**config.mk**
```make
export PLATFORM = sky130hd
export DESIGN_NAME = write_ptr_full
export DESIGN_NICKNAME = d
export VERILOG_FILES = /design/src/rtl/fifo_pkg.sv /design/src/rtl/write_ptr_full_gray_to_bin.sv /design/src/rtl/write_ptr_full.sv
export SDC_FILE = /design/constraint.sdc
export NUM_CORES = 1
export LEC_CHECK = 0
export ABC_AREA = 0
export CAP_MARGIN = 20
export CORE_MARGIN = 3
export CORE_UTILIZATION = 45
export DETAILED_ROUTE_END_ITERATION = 12
export PLACE_DENSITY = 0.76
export SLEW_MARGIN = 20
export SYNTH_ARGS = -nofsm -noshare
export SYNTH_HDL_FRONTEND = slang
export SYNTH_SLANG_ARGS = --single-unit
```
**constraint.sdc**
```tcl
create_clock -name wclk -period 2.95 [get_ports wclk]
set_clock_uncertainty 0.2 [all_clocks]
set_input_delay 0.59 -clock wclk [delete_from_list [all_inputs] [get_ports wclk]]
set_output_delay 0.59 -clock wclk [all_outputs]
set_load 0.05 [all_outputs]
```
**src/rtl/fifo_pkg.sv**
```systemverilog
`default_nettype none
// +--------------------------------------------------------------------------+
// | Package : fifo_pkg                                                       |
// | Shared pointer types and Gray/binary helpers for the async FIFO.         |
// | Rev 1.0 : initial release                                                |
// +--------------------------------------------------------------------------+
package fifo_pkg;

  localparam int PTR_MAX_W            = 17;
  localparam int DEFAULT_ADDRESS_SIZE = 4;

  typedef logic [PTR_MAX_W-1:0]          ptr_max_t;
  typedef logic [DEFAULT_ADDRESS_SIZE:0] ptr_t;

  // Callers zero-extend narrower pointers; the upper zeros leave low bits exact.
  function automatic ptr_max_t bin2gray(input ptr_max_t b);
    return b ^ (b >> 1);
  endfunction

  function automatic ptr_max_t gray2bin(input ptr_max_t g);
    ptr_max_t b;
    b = g;
    for (int i = 1; i < PTR_MAX_W; i++) begin
      b = b ^ (g >> i);
    end
    return b;
  endfunction

endpackage
`default_nettype wire

```
**src/rtl/write_ptr_full_gray_to_bin.sv**
```systemverilog
`default_nettype none
// +--------------------------------------------------------------------------+
// | Module  : write_ptr_full_gray_to_bin                                     |
// | Combinational Gray-to-binary converter (XOR prefix from the MSB down).   |
// | Rev 1.0 : initial release                                                |
// +--------------------------------------------------------------------------+
module write_ptr_full_gray_to_bin #(
  parameter int WIDTH = 5
) (
  input  logic [WIDTH-1:0] i_gray,
  output logic [WIDTH-1:0] o_bin
);

  genvar gi;
  generate
    for (gi = 0; gi < WIDTH; gi++) begin : g_bit
      assign o_bin[gi] = ^i_gray[WIDTH-1:gi];
    end
  endgenerate

endmodule
`default_nettype wire

```
**src/rtl/write_ptr_full.sv**
```systemverilog
`default_nettype none
// +--------------------------------------------------------------------------+
// | Module  : write_ptr_full                                                 |
// | Write-side pointer, Gray export and full/level/overflow status of the    |
// | dual-clock FIFO.                                                         |
// | Rev 1.0 : initial release                                                |
// +--------------------------------------------------------------------------+
module write_ptr_full
  import fifo_pkg::*;
#(
  parameter int ADDRESS_SIZE       = 4,
  parameter int ALMOST_FULL_THRESH = 2**ADDRESS_SIZE - 2
) (
  input  logic                    wclk,
  input  logic                    wrst_n,
  input  logic                    winc,
  input  logic                    wovf_clr,
  input  logic [ADDRESS_SIZE:0]   wq2_read_ptr,
  output logic [ADDRESS_SIZE-1:0] waddr,
  output logic                    wen,
  output logic [ADDRESS_SIZE:0]   write_ptr,
  output logic                    wfull,
  output logic                    walmost_full,
  output logic [ADDRESS_SIZE:0]   wlevel,
  output logic                    woverflow
);

  localparam int PTR_W = ADDRESS_SIZE + 1;

  logic [PTR_W-1:0] r_wbin;
  logic [PTR_W-1:0] r_wgray;
  logic             r_wfull;
  logic             r_walmost_full;
  logic [PTR_W-1:0] r_wlevel;
  logic             r_woverflow;

  logic             w_wen;
  logic [PTR_W-1:0] w_wbin_next;
  logic [PTR_W-1:0] w_wgray_next;
  logic [PTR_W-1:0] w_rbin_sync;
  logic [PTR_W-1:0] w_level_next;
  logic [PTR_W-1:0] w_full_match;
  logic             w_full_next;
  logic             w_almost_next;

  write_ptr_full_gray_to_bin #(
    .WIDTH (PTR_W)
  ) u_rptr_g2b (
    .i_gray (wq2_read_ptr),
    .o_bin  (w_rbin_sync)
  );

  assign w_wen        = winc & ~r_wfull;
  assign w_wbin_next  = r_wbin + {{ADDRESS_SIZE{1'b0}}, w_wen};
  assign w_wgray_next = PTR_W'(bin2gray(ptr_max_t'(w_wbin_next)));

  // Full when the write pointer is a whole lap ahead: top two Gray bits inverted.
  assign w_full_match  = {~wq2_read_ptr[PTR_W-1:PTR_W-2], wq2_read_ptr[PTR_W-3:0]};
  assign w_full_next   = (w_wgray_next == w_full_match);
  assign w_level_next  = w_wbin_next - w_rbin_sync;
  assign w_almost_next = (w_level_next >= PTR_W'(ALMOST_FULL_THRESH));

  always_ff @(posedge wclk or negedge wrst_n) begin
    if (!wrst_n) begin
      r_wbin         <= '0;
      r_wgray        <= '0;
      r_wfull        <= 1'b0;
      r_walmost_full <= 1'b0;
      r_wlevel       <= '0;
      r_woverflow    <= 1'b0;
    end else begin
      r_wbin         <= w_wbin_next;
      r_wgray        <= w_wgray_next;
      r_wfull        <= w_full_next;
      r_walmost_full <= w_almost_next;
      r_wlevel       <= w_level_next;
      // A fresh overflow takes priority over a simultaneous clear.
      if (winc && r_wfull) begin
        r_woverflow <= 1'b1;
      end else if (wovf_clr) begin
        r_woverflow <= 1'b0;
      end
    end
  end

  assign wen          = w_wen;
  assign waddr        = r_wbin[ADDRESS_SIZE-1:0];
  assign write_ptr    = r_wgray;
  assign wfull        = r_wfull;
  assign walmost_full = r_walmost_full;
  assign wlevel       = r_wlevel;
  assign woverflow    = r_woverflow;

endmodule
`default_nettype wire

```
* Yosys cells after proc, flatten, opt, wreduce, memory -nomap -nowiden
Index checks and enable logic that the tools add are counted.
** Word-level totals
- Word-level logic and storage cells :: 22
- Output and inout bits :: 18
- Register bits :: 18
- Input port bits :: 9
** Cells by class
- $add $sub $neg :: 2
- Mux-type cells :: 2
- Reduce and logical (&&, ||, !) cells :: 6
- Bitwise operators :: 4
- Eq/ne operators :: 1
- Order comparisons :: 1
** Operator list (count)
- adder 5 x 1 -> 5 bit :: 1
- == test 5 bit :: 1
- >= comparator 5 x 4 -> 1 bit, second input constant :: 1
- XOR reduction 5 bit :: 1
- subtractor 5 bit :: 1
- bitwise XOR 5 x 4 -> 5 bit :: 1
- XOR reduction 4 bit :: 1
- XOR reduction 3 bit :: 1
- two-way mux 1 bit :: 2
- NOT 2 bit :: 1
- nonzero test 2 bit :: 1
- XOR reduction 2 bit :: 1
- AND 1 bit :: 1
- logical AND 1 bit :: 1
- NOT 1 bit :: 1

* Longest topological paths before layout
Gate-level depths: netlist of run 1.
- Word-level depth :: 5
- Mapped depth :: 10
- Gate-level depth less buffers :: 9

* Modules after synthesis
From an unflattened synthesis of run 1, not the netlist that was laid out.
** Unflattened totals
- Cells, all modules :: 84
- Area, all modules :: 947.2 µm²
** By module, submodules not included
- write_ptr_full :: area an instance 874.6 µm², seq. area each 425.4 µm², cells each 78, times used 1
- write_ptr_full_gray_to_bin :: area an instance 72.6 µm², seq. area each 0.0 µm², cells each 6, times used 1

* Worst setup path after synthesis of run 1
No wires, ideal clock.
- Kind :: reg-to-reg
- From :: reg r_wfull (netlist: wfull)
- To :: reg r_walmost_full (netlist: walmost_full)
- Period minus slack after synthesis :: 2.901 ns
- Arrival time :: 2.581 ns
- Path buffers :: 1
- Slack :: 0.049 ns
- Stages on the path, launching flop included :: 11
- Path through :: dfrtp_1 -> nor2b_1 -> buf_4 -> and2_1 -> ha_1 -> inv_1 -> fa_1 -> nand2b_1 -> o21ai_1 -> xnor2_1 -> a31o_1
** On the way
- Longest elaborated chain between the ends :: 5
** RTL lines
- start: declaration :: RTL line write_ptr_full.sv:32 : logic r_wfull;
- start signal: assignment :: RTL line write_ptr_full.sv:74 : r_wfull <= w_full_next;
- NOT 1 bit :: RTL line write_ptr_full.sv:53 : assign w_wen = winc & ~r_wfull;
- AND 1 bit :: RTL line write_ptr_full.sv:53
- via wen :: RTL line write_ptr_full.sv:20 : output logic wen,
- adder 5 x 1 -> 5 bit :: RTL line write_ptr_full.sv:54 : assign w_wbin_next = r_wbin + {{ADDRESS_SIZE{1'b0}}, w_wen};
- via w_wbin_next[1] :: RTL line write_ptr_full.sv:38 : logic [PTR_W-1:0] w_wbin_next;
- subtractor 5 bit :: RTL line write_ptr_full.sv:60 : assign w_level_next = w_wbin_next - w_rbin_sync;
- via w_level_next[4] :: RTL line write_ptr_full.sv:41 : logic [PTR_W-1:0] w_level_next;
- >= comparator 5 x 4 -> 1 bit :: RTL line write_ptr_full.sv:61 : assign w_almost_next = (w_level_next >= PTR_W'(ALMOST_FULL_THRESH));
- via w_almost_next :: RTL line write_ptr_full.sv:44 : logic w_almost_next;
- end signal: assignment :: RTL line write_ptr_full.sv:75 : r_walmost_full <= w_almost_next;
- end: declaration :: RTL line write_ptr_full.sv:33 : logic r_walmost_full;
The timed path passes the listed nets, and every way through them passes these cells.
A chain may end at the register's enable or synchronous reset.

* Worst setup path after layout of run 1
- From :: in wq2_read_ptr[4]
- To :: reg r_walmost_full (netlist: walmost_full)
** On the way
- Longest elaborated chain between the ends :: 3
- Elaborated cells between the ends (all ways) :: 6
** RTL lines
- start: declaration :: RTL line write_ptr_full.sv:18 : input logic [ADDRESS_SIZE:0] wq2_read_ptr,
- XOR reduction 5 bit, or another cell as far along :: RTL line write_ptr_full_gray_to_bin.sv:17 : assign o_bin[gi] = ^i_gray[WIDTH-1:gi];
- subtractor 5 bit (*) :: RTL line write_ptr_full.sv:60
- via w_level_next[4] :: RTL line write_ptr_full.sv:41
- >= comparator 5 x 4 -> 1 bit (*) :: RTL line write_ptr_full.sv:61
- via w_almost_next :: RTL line write_ptr_full.sv:44
The timed path passes the listed nets; every way through them passes the cells marked *.

==> impl.org, run 1 <==
** Die
- Initial core utilization :: 0.481
- Die height :: ~52 µm
- During I/O placement, the number of pins put on the boundary was 27.
- Core footprint :: between 2000 and 2500 µm²
- DIE WIDTH :: 52.3 µm
- The die covers around 2700 µm².
- Row generation in the floorplan step produced 16 rows.

** Timing
- Setup repair after global routing missed its margin :: no
- Relative slew margins :: 0.502
- Ratio of final minimum period to clock period :: 0.970
- Transition time of the tightest slew-check pin :: ~0.74 ns
- Clock period minus final worst setup slack :: 2.86 ns
- The number of max-slew violations in the final report came to 0.
- Fmax :: roughly 350 MHz
- Setup violations remaining at the end of the flow were counted as 0.
- Count of endpoints failing hold in the final timing report :: 0

** Cells and area
- From synthesis to final layout, the design area changed by 53.6%.
- 0 antenna diodes ended up in the layout.
- Number of nets in the final layout :: between 100 and 150
- Non-filler instance count after layout :: 160
- Share of cells above drive strength 1 :: 0.286
- After filler insertion, the fill cell instance count of the layout stands at around 150.

** Clocking
- The longest clock path from root to sink contains 2 buffers.
- TritonCTS built the clock tree.
- In this run the number of H-tree levels came out at 1.
- The later pin in the worst-skew pair is clocked with a latency of approximately 0.28 ns.
- Clock transition at the registers of the reported paths :: 0.09 ns
- Buffers inserted during clock tree synthesis total 3.
- Cell chosen for the clock root :: sky130_fd_sc_hd__clkbuf_4
- Clock sink count :: 17

** Route
- Ratio of routed vias to standard cells :: ~4.6
- After detailed routing, the total wire length is around 2100 µm.
- Routed length per placed instance :: around 13 µm
- Count of unresolved DRC violations after routing :: 0
- The first routing iteration left 6 violations.
- Number of search-and-repair iterations in the first detailed-routing pass :: 4
- The count of nets left with antenna violations once routing finished came out at 0.
- Number of vias after detailed routing :: roughly 730

** Yosys
- Post-Syn Area :: roughly 960 µm²
- Number of warning messages in the yosys log :: 0
- Number of synthesized register bits :: 17
- The number of different library cells used by synthesis comes to 31.
- When the netlist entered floorplanning its net count stood at 96.
- Sequential share of the synthesized area :: 0.442
- After technology mapping, the gate count stands at 81.
- Syn_area_per_cell :: 11.9 µm²

** Critical path
- List of cells traversed by the critical path :: clkdlybuf4s50_1, xnor3_2, xor2_2, xnor2_1, ha_2, fa_2, nand2b_1, o21ai_2, xnor2_1, a31o_1
- STA classifies the critical path startpoint as an input port.
- CP Data Required Time :: between 2 and 3 ns
- Data arrives at the worst endpoint at 2.84 ns.
- STA classifies the critical path endpoint as a register.
- Biggest cell delay along the critical path :: roughly 0.50 ns
- In this design, the critical path's most frequently occurring cell is sky130_fd_sc_hd__xnor2_1.
- The critical path in this run is classified as input port to register.
- The slowest stage of the critical path is the sky130_fd_sc_hd__clkdlybuf4s50_1 cell.
- Along the worst path, the maximum fanout reaches 2.

** Global route
- The via count of the first global-routing pass came to 815.
- The first global-routing pass estimated between 3000 and 4000 µm of wire.
- In the global route stage, overall resource usage came out at 0.182.
- Pin count of the biggest net entering global routing :: 18
- Overflow after GRT :: 0
- Number of antenna violations at the first check in global routing :: 0

** Placed design
- Buffers placed on the I/O ports in this run total 26.
- The HPWL after detailed placement is ~1800 µm.
- At the end of routability-driven placement, the weighted congestion stood at around 0.8.
- Cell total after placement :: 155

** Job
- The tool flagged a number of max-cap violations equal to 0.

** Run status
- Status :: complete, no violations

** Hold path
- The min-delay analysis places its worst path in the category register to register.
cell usage after synthesis, drive strengths merged:
cell / count / area (µm²)
xnor2: 15 / 139
dfrtp: 17 / 425
and2: 1 / 6.26
nor2b: 1 / 6.26
and4: 1 / 8.76
a22oi: 1 / 7.51
xnor3: 2 / 46.3
nand3: 1 / 5.00
clkbuf: 1 / 3.75
ha: 5 / 62.6
a21oi: 2 / 10.0
buf: 2 / 15.0
nand2b: 2 / 12.5
nand4b: 1 / 8.76
fa: 1 / 20.0
a31o: 1 / 8.76
nor4: 1 / 6.26
mux2: 1 / 11.3
xor2: 6 / 71.3
inv: 8 / 30.0
mux2i: 1 / 10.0
nand3b: 1 / 7.51
o21ai: 3 / 15.0
nor2: 1 / 3.75
nor3: 1 / 5.00
nand2: 3 / 11.3
nand4: 1 / 6.26
worst max-delay path, delay by kind of cell:
kind / cells / cell delay [ns]
xor gates and xnor gates: 4 / 0.69
adders and majority gates: 2 / 0.55
buffers and inverters: 1 / 0.50
AOI/OAI and AO/OA: 2 / 0.34
and+or+nand+nor: 1 / 0.16
final timing paths:
| path | start | end | slack, ns | cells past startpoint |
|---|---|---|---|---|
| max | wq2_read_ptr[4] | walmost_full | 0.09 | 10 |
| min | woverflow | woverflow | 0.33 | 2 |
| max reg2reg | wfull | walmost_full | 0.56 | 9 |
| min reg2reg | woverflow | woverflow | 0.33 | 2 |
| max in group asynchronous | wrst_n | wlevel[4] | 1.55 | 1 |
| min in group asynchronous | wrst_n | wlevel[1] | 0.54 | 1 |
cell usage in the layout, fill, tap and decap left out:
master / count
sky130_fd_sc_hd__clkinv_2: 1
sky130_fd_sc_hd__xnor2_2: 1
sky130_fd_sc_hd__mux2_1: 1
sky130_fd_sc_hd__nand2_1: 3
sky130_fd_sc_hd__dlygate4sd2_1: 2
sky130_fd_sc_hd__ha_1: 4
sky130_fd_sc_hd__a31o_1: 1
sky130_fd_sc_hd__and2_1: 1
sky130_fd_sc_hd__xor2_2: 1
sky130_fd_sc_hd__clkbuf_4: 3
sky130_fd_sc_hd__nand3b_1: 1
sky130_fd_sc_hd__nand2b_1: 2
sky130_fd_sc_hd__nor3_1: 1
sky130_fd_sc_hd__fa_2: 1
sky130_fd_sc_hd__o21ai_0: 1
sky130_fd_sc_hd__xor2_4: 1
sky130_fd_sc_hd__nor2_1: 1
sky130_fd_sc_hd__xnor3_2: 1
sky130_fd_sc_hd__and4_1: 1
sky130_fd_sc_hd__ha_2: 1
sky130_fd_sc_hd__xor2_1: 4
sky130_fd_sc_hd__buf_12: 1
sky130_fd_sc_hd__xnor3_1: 1
sky130_fd_sc_hd__dfrtp_1: 17
sky130_fd_sc_hd__clkdlybuf4s50_1: 23
sky130_fd_sc_hd__inv_1: 8
sky130_fd_sc_hd__nand4_1: 1
sky130_fd_sc_hd__nand3_1: 1
sky130_fd_sc_hd__o21ai_1: 1
sky130_fd_sc_hd__nand4b_1: 1
sky130_fd_sc_hd__buf_4: 25
sky130_fd_sc_hd__a22oi_1: 1
sky130_fd_sc_hd__o21ai_2: 1
sky130_fd_sc_hd__nor4_1: 1
sky130_fd_sc_hd__nor2b_2: 1
sky130_fd_sc_hd__a21oi_1: 2
sky130_fd_sc_hd__mux2i_1: 1
sky130_fd_sc_hd__xnor2_1: 14
registers in the layout, summed over array words and instances, names as in the netlist:
name,count
r_wbin,5
walmost_full,1
wfull,1
wlevel,5
woverflow,1
write_ptr,4
logic make-up after synthesis:
group,count (synthesis),synth area share
XOR/XNOR,23,0.266
flip-flops,17,0.442
AND/OR/NAND/NOR,15,0.0909
buffers and inverters,11,0.0506
AO/OA/AOI/OAI,7,0.0429
adder cells (fa/ha/maj),6,0.0857
multiplexers,2,0.0221
metal layers:
metal	track usage	vias up	part of all wire
li1	-	367	-
met1	0.227	347	0.42
met2	0.328	19	0.54
met3	0.0228	0	0.037
met4	0.0511	0	0
met5	0	-	0
stage by stage:
step                       util  hold slack, ns  cell area (µm²)  worst slack (ns)  setup TNS, ns
after CTS                 0.736           0.339             1470            0.0801              0
after detailed placement  0.714           0.325             1430            -0.453          -1.19
after global routing      0.739           0.372             1480            0.0121              0
final                     0.739           0.329             1480            0.0874              0
after floorplan               -          0.0944              963            0.0493              0
after global placement    0.714           0.298             1430            -0.349         -0.862
final cells by class:
| cell class | instances | area, µm² | share of cell area |
|---|---|---|---|
| well taps | 27 | 33.8 | 0.0228 |
| clock inverters | 1 | 5.00 | 0.00338 |
| clock buffers | 3 | 22.5 | 0.0152 |
| inverters | 8 | 30.0 | 0.0203 |
| repair buffers | 51 | 455 | 0.308 |
| flip-flops and latches | 17 | 425 | 0.287 |
| multi-input cells | 53 | 508 | 0.343 |
what timing repair did:
| item | CTS | global route |
|---|---|---|
| gates resized for setup | 5 | 2 |
| hold buffers | 0 | 0 |
| gates cloned | 0 | 0 |
| buffers inserted | 1 | 0 |
| endpoints found under the setup margin | 1 | 1 |
| pin swaps | 3 | 0 |
Power of run 1 is left out: the tool's default activity adds up to more than one toggle a clock period on the data nets, which glitch-free logic cannot reach.
==> run 2: changes to the inputs <==
Settings changed: GPL_ROUTABILITY_DRIVEN set to 0.
==> results of run 2 <==
No change in the layout: final DEF, timing and power equal those of run 1.
Power of run 2 is left out for the same reason.
==> variant 1 (flow settings as in run 1) <==
Reset style: synchronous (`wrst_n`), changed in one clocked block. Comments in the files are not updated.
--- a/src/rtl/write_ptr_full.sv
+++ b/src/rtl/write_ptr_full.sv
@@ -60,7 +60,7 @@
   assign w_level_next  = w_wbin_next - w_rbin_sync;
   assign w_almost_next = (w_level_next >= PTR_W'(ALMOST_FULL_THRESH));
 
-  always_ff @(posedge wclk or negedge wrst_n) begin
+  always_ff @(posedge wclk) begin
     if (!wrst_n) begin
       r_wbin         <= '0;
       r_wgray        <= '0;
Formal check against the unedited RTL: differs if wrst_n is asserted again (counterexample within 4 cycles, from zero or initial values and one cycle with wrst_n low); with wrst_n held inactive, the same outputs for 10 cycles.
==> variant 1 against run 1 <==
  * Via count rose by 9.3%
  * Cell area barely moved
  * Global-route usage rose by 1.1 points
  * Sequential cell count did not move
  * Utilization rose by 7.4 points
  * Synthesized area fell by 4.3%
  * Die area fell by 3.8%
  * Count of clock-buffer cells in the layout did not move
  * Register-to-register slack got worse by 0.06 ns
  * Setup slack improved by 0.054 ns
  * Routed wire length rose by 4.8%
  * Sequential share of layout area fell by 5.8 points
==> variant 1: results (changes against run 1) <==
* Top Layer Used: met4 (was met3)
* Multi-input gate area at 609 um^2 (was 508 um^2)
* Crit path from: winc (was wq2_read_ptr[4])
* Main synth FF type: dfxtp_1 (was dfrtp_1)
* Sequential-to-total area share from yosys stat at 0.369 (was 0.442)
* Initial DRC count at 7 (was 6)
* Nets at 160 (was 149)
* Hold WS at 0.278 ns (was 0.329 ns)
* M3 GR Usage at 0.0175 (was 0.0228)
* Outcome: finished, final reports clean (unchanged)
* Layout cells sized above 1 at 0.285 (was 0.286)
* Area of placed instances at 1380 um^2 (was 1430 um^2)
* Vias in the first global route at 850 (was 815)
* CP delay by family, top: buffers and inverters (was XOR/XNOR gates)
* Hold endpoint: woverflow (unchanged)
* Global-route wire length before repair at 3710 um (was 3660 um)
* Arrival time at the worst endpoint at 2.81 ns (was 2.84 ns)
* FF+latch area at 340 um^2 (was 425 um^2)
* Netlist cell types at 27 (was 31)
* Reg2reg setup slack at 0.50 ns (was 0.56 ns)
* WL met1 at 943 um (was 899 um)
* Clock-cell share of area at 0.0186 (about the same)
* DR WL/cell at 13.2 um (was 13.3 um)
* Syn Nets at 106 (was 96)
* Total power at 0.000790 W
* Fill cell count at 122 (was 146)
* Nonclk buf count at 50 (was 51)
* Crit path max fanout at 3 (was 2)
* F_max at 356 MHz (was 349 MHz)
* Clk Latency, worst-skew pair at 0.30 ns (was 0.28 ns)
* Met2 wire len at 1120 um (was 1150 um)
* Clock buffer depth at 2 (unchanged)
* Worst setup path endpoint: walmost_full (unchanged)
* Gpl congestion at 0.915 (was 0.796)
* Final Non-Filler Cells at 169 (was 160)
* Dpl ws at -0.470 ns (was -0.453 ns)
* Worst reg-to-reg path cell count at 11 (was 9)
* Synth Instances at 91 (was 81)
* Worst hold start: woverflow (unchanged)
* Power share of the sequential group at 0.339
* Global Route met1 Usage at 0.215 (was 0.227)
* Leak at 0.686 nW
* Data buffer area share at 0.307 (was 0.308)
* HPWL after detailed placement at 1730 um (was 1760 um)
* Synth area leaders: dfxtp_1 (37%), xnor2_1 (9.5%), xor2_1 (8.5%) (was dfrtp_1 (44%), xnor2_1 (13%), ha_1 (6.5%))
* Vias per cell at 4.74 (was 4.58)
* Worst r2r src: wfull (unchanged)
* Largest net degree at the start of global routing at 13 (was 18)
* Multi-input gate count at 68 (was 53)
* Max_slew headroom at 0.657 (was 0.502)
* Pre-Repair DR Iteration Count at 2 (was 4)
* Post-synth top cells: dfxtp_1 (17), nor2_1 (11), xnor2_1 (10), xor2_1 (9), and2_1 (6) (was dfrtp_1 (17), xnor2_1 (14), inv_1 (8), ha_1 (5), xor2_1 (5))
* P&R area growth vs syn at 60.7% (was 53.6%)
* Number of non-clock inverters at 5 (was 8)
* Met2 usage at 0.343 (was 0.328)
* Fraction of area in multi-input gates at 0.411 (was 0.343)
* Async set-reset flop share out of synthesis at 0 (was 1.00)
==> variant 1: worst min-delay path: stages (launching register included) <==
cell,delay (ns)
dfxtp_1,0.32
nand2b_1,0.06
a21oi_1,0.05
==> variant 1: logic make-up (layout without fill, tap and decap cells) <==
| logic type | Yosys count | in the layout | share of synthesized area |
|---|---|---|---|
| AND/OR/NAND/NOR | 29 | 29 | 0.160 |
| AO/OA/AOI/OAI | 9 | 9 | 0.0800 |
| XOR/XNOR | 22 | 22 | 0.254 |
| buffers and inverters | 6 | 59 | 0.0244 |
| flip-flops | 17 | 17 | 0.369 |
| multiplexers | 2 | 2 | 0.0231 |
| adder cells (fa/ha/maj) | 6 | 6 | 0.0896 |
==> variant 1: timing repair <==
item | 4_1_cts | 5_1_grt
resized for setup | 5 | 6
setup buffers | 3 | 1
pin swaps | 2 | 3
setup endpoints to repair | 1 | 2
==> variant 2 (config.mk and constraints of run 1) <==
Made on the original files. `ADDRESS_SIZE`: 4 -> 5.
--- a/src/rtl/write_ptr_full.sv
+++ b/src/rtl/write_ptr_full.sv
@@ -8,7 +8,7 @@
 module write_ptr_full
   import fifo_pkg::*;
 #(
-  parameter int ADDRESS_SIZE       = 4,
+  parameter int ADDRESS_SIZE       = 5,
   parameter int ALMOST_FULL_THRESH = 2**ADDRESS_SIZE - 2
 ) (
   input  logic                    wclk,
Ports: changed (resized waddr, wlevel, wq2_read_ptr and write_ptr); port bits go from 27 to 31. The function was not compared with the original's and may differ.
==> variant 2 against run 1 <==
  * Count of clock-buffer cells in the layout is 1 higher
  * Non-clock buffer count is 7 higher
  * Routed wire length is 21% higher
  * Global-route usage is 0.53 points lower
  * Cell area is 15% higher
  * Utilization is 7.7 points higher
  * Synthesized area is 7.9% higher
  * Sequential cell count is 3 higher
  * Setup slack better by 0.015 ns
Power is not shown: default switching activity piles up to over one toggle a cycle in this logic, so the estimate is an artifact.
==> variant 2: results (changes against run 1) <==
* Outcome: finished, final reports clean (unchanged)
* Gpl congestion at 0.894 (was 0.796)
* H-tree levels at 1 (unchanged)
* Hold path cells at 2 (unchanged)
* Sequential-to-total area share from yosys stat at 0.481 (was 0.442)
* Synth Area in Compound Gates at 0.0686 (was 0.0429)
* Netlist cell types at 22 (was 31)
* Post-Synth Adder-Cell Area at 0.103 (was 0.0857)
* Crit-path most repeated cell: ha_1 (was xnor2_1)
* N_diodes at 0 (unchanged)
* GRT Total Usage at 0.177 (was 0.182)
* Synth area leaders: dfrtp_1 (48%), xnor2_1 (10%), ha_1 (8.4%) (was dfrtp_1 (44%), xnor2_1 (13%), ha_1 (6.5%))
* Setup violations, final at 0 (unchanged)
* Area of placed instances at 1550 um^2 (was 1430 um^2)
* CP max-delay cell: clkdlybuf4s50_1 (unchanged)
* Syn Nets at 105 (was 96)
* Largest net degree at the start of global routing at 21 (was 18)
* Async set-reset flop share out of synthesis at 1.00 (unchanged)
* Post-synth top cells: dfrtp_1 (20), xnor2_1 (12), inv_1 (10), ha_1 (7), xor2_1 (7) (was dfrtp_1 (17), xnor2_1 (14), inv_1 (8), ha_1 (5), xor2_1 (5))
* Final Non-Filler Cells at 176 (was 160)
* Layout cells sized above 1 at 0.322 (was 0.286)
* Arrival time at the worst endpoint at 2.85 ns (was 2.84 ns)
* Worst-margin pin slew at 0.515 ns (was 0.744 ns)
* CP peak stage delay at 0.48 ns (was 0.50 ns)
* Worst reg-to-reg path cell count at 11 (was 9)
* Post-synthesis mux area share at 0 (was 0.0221)
* Worst-path clk slew at 0.11 ns (was 0.09 ns)
* Clk Latency, worst-skew pair at 0.31 ns (was 0.28 ns)
* Port Buf Inserts at 30 (was 26)
* HPWL after detailed placement at 1730 um (was 1760 um)
* Dpl cells at 165 (was 155)
* Dpl ws at -0.716 ns (was -0.453 ns)
* Crit path max fanout at 2 (unchanged)
* Synth Instances at 87 (was 81)
* Global-route wire length before repair at 3640 um (was 3660 um)
* Pre-Repair DR Iteration Count at 4 (unchanged)
* XOR/XNOR Fraction of Synth Area at 0.235 (was 0.266)
* Vias in the first global route at 910 (was 815)
* Routed WL at 2570 um (was 2130 um)
* Main synth FF type: dfrtp_1 (unchanged)
* CP delay by family, top: compound AO/OA/AOI/OAI gates (was XOR/XNOR gates)
* Yosys warning count at 0 (unchanged)
* Initial antenna violation count at 0 (unchanged)
* Vias per cell at 4.76 (was 4.58)
* TritonCTS Buffers at 3 (unchanged)
* Initial DRC count at 11 (was 6)
* Number of synthesized flops with an enable pin at 0 (unchanged)
variant 2: cell types whose count changed after synthesis, sizes merged, moves of 2 or more:
cell,delta
inv,+2
nor2b,+2
buf,-2
ha,+2
dfrtp,+3
nand3,+4
xor2,+2
xnor2,-2
variant 2: logic make-up (layout without fill, tap and decap cells):
logic type | after synthesis | in the layout
flops | 20 | 20
buf+inv | 10 | 72
xor+xnor | 23 | 23
compound gates | 10 | 10
simple gates | 16 | 16
fa+ha+maj | 8 | 8
variant 2: path summary, 6_finish.rpt:
path | from | end | slack (ns)
max in group asynchronous | wrst_n | wfull | 1.93
hold / removal | woverflow | woverflow | 0.33
setup reg to reg | wfull | walmost_full | 0.44
hold reg to reg | woverflow | woverflow | 0.33
min in group asynchronous | wrst_n | wfull | 0.40
setup / recovery | winc | walmost_full | 0.10
variant 2: tightest hold or removal path, cell delays in order (launching register included):
cell     delay (ns)
dfrtp_1        0.39
inv_1          0.05
o21ai_0        0.06
variant 2: final cells by class:
class,count,area (um^2)
clock buffer,4,36.3
inverter,10,37.5
tap,27,33.8
timing repair buffer,58,528
multi-input combinational,57,563
sequential,20,502
fill,128,382
variant 2: timing repair:
| action | CTS | global route |
|---|---|---|
| cloned | 0 | 0 |
| resized for setup | 12 | 13 |
| endpoints found under the setup margin | 6 | 3 |
| hold buffers | 0 | 0 |
| setup buffers | 6 | 1 |
| hold endpoints to repair | 0 | 0 |
| pin swaps | 9 | 11 |
variant 2: layer usage:
metal / vias to the layer above / GRT usage / share of wire
li1: 404 / - / -
met3: 2 / 0.0665 / 0.051
met2: 21 / 0.327 / 0.55
met5: - / 0 / 0
met4: 0 / 0.0498 / 0.0031
met1: 411 / 0.185 / 0.39
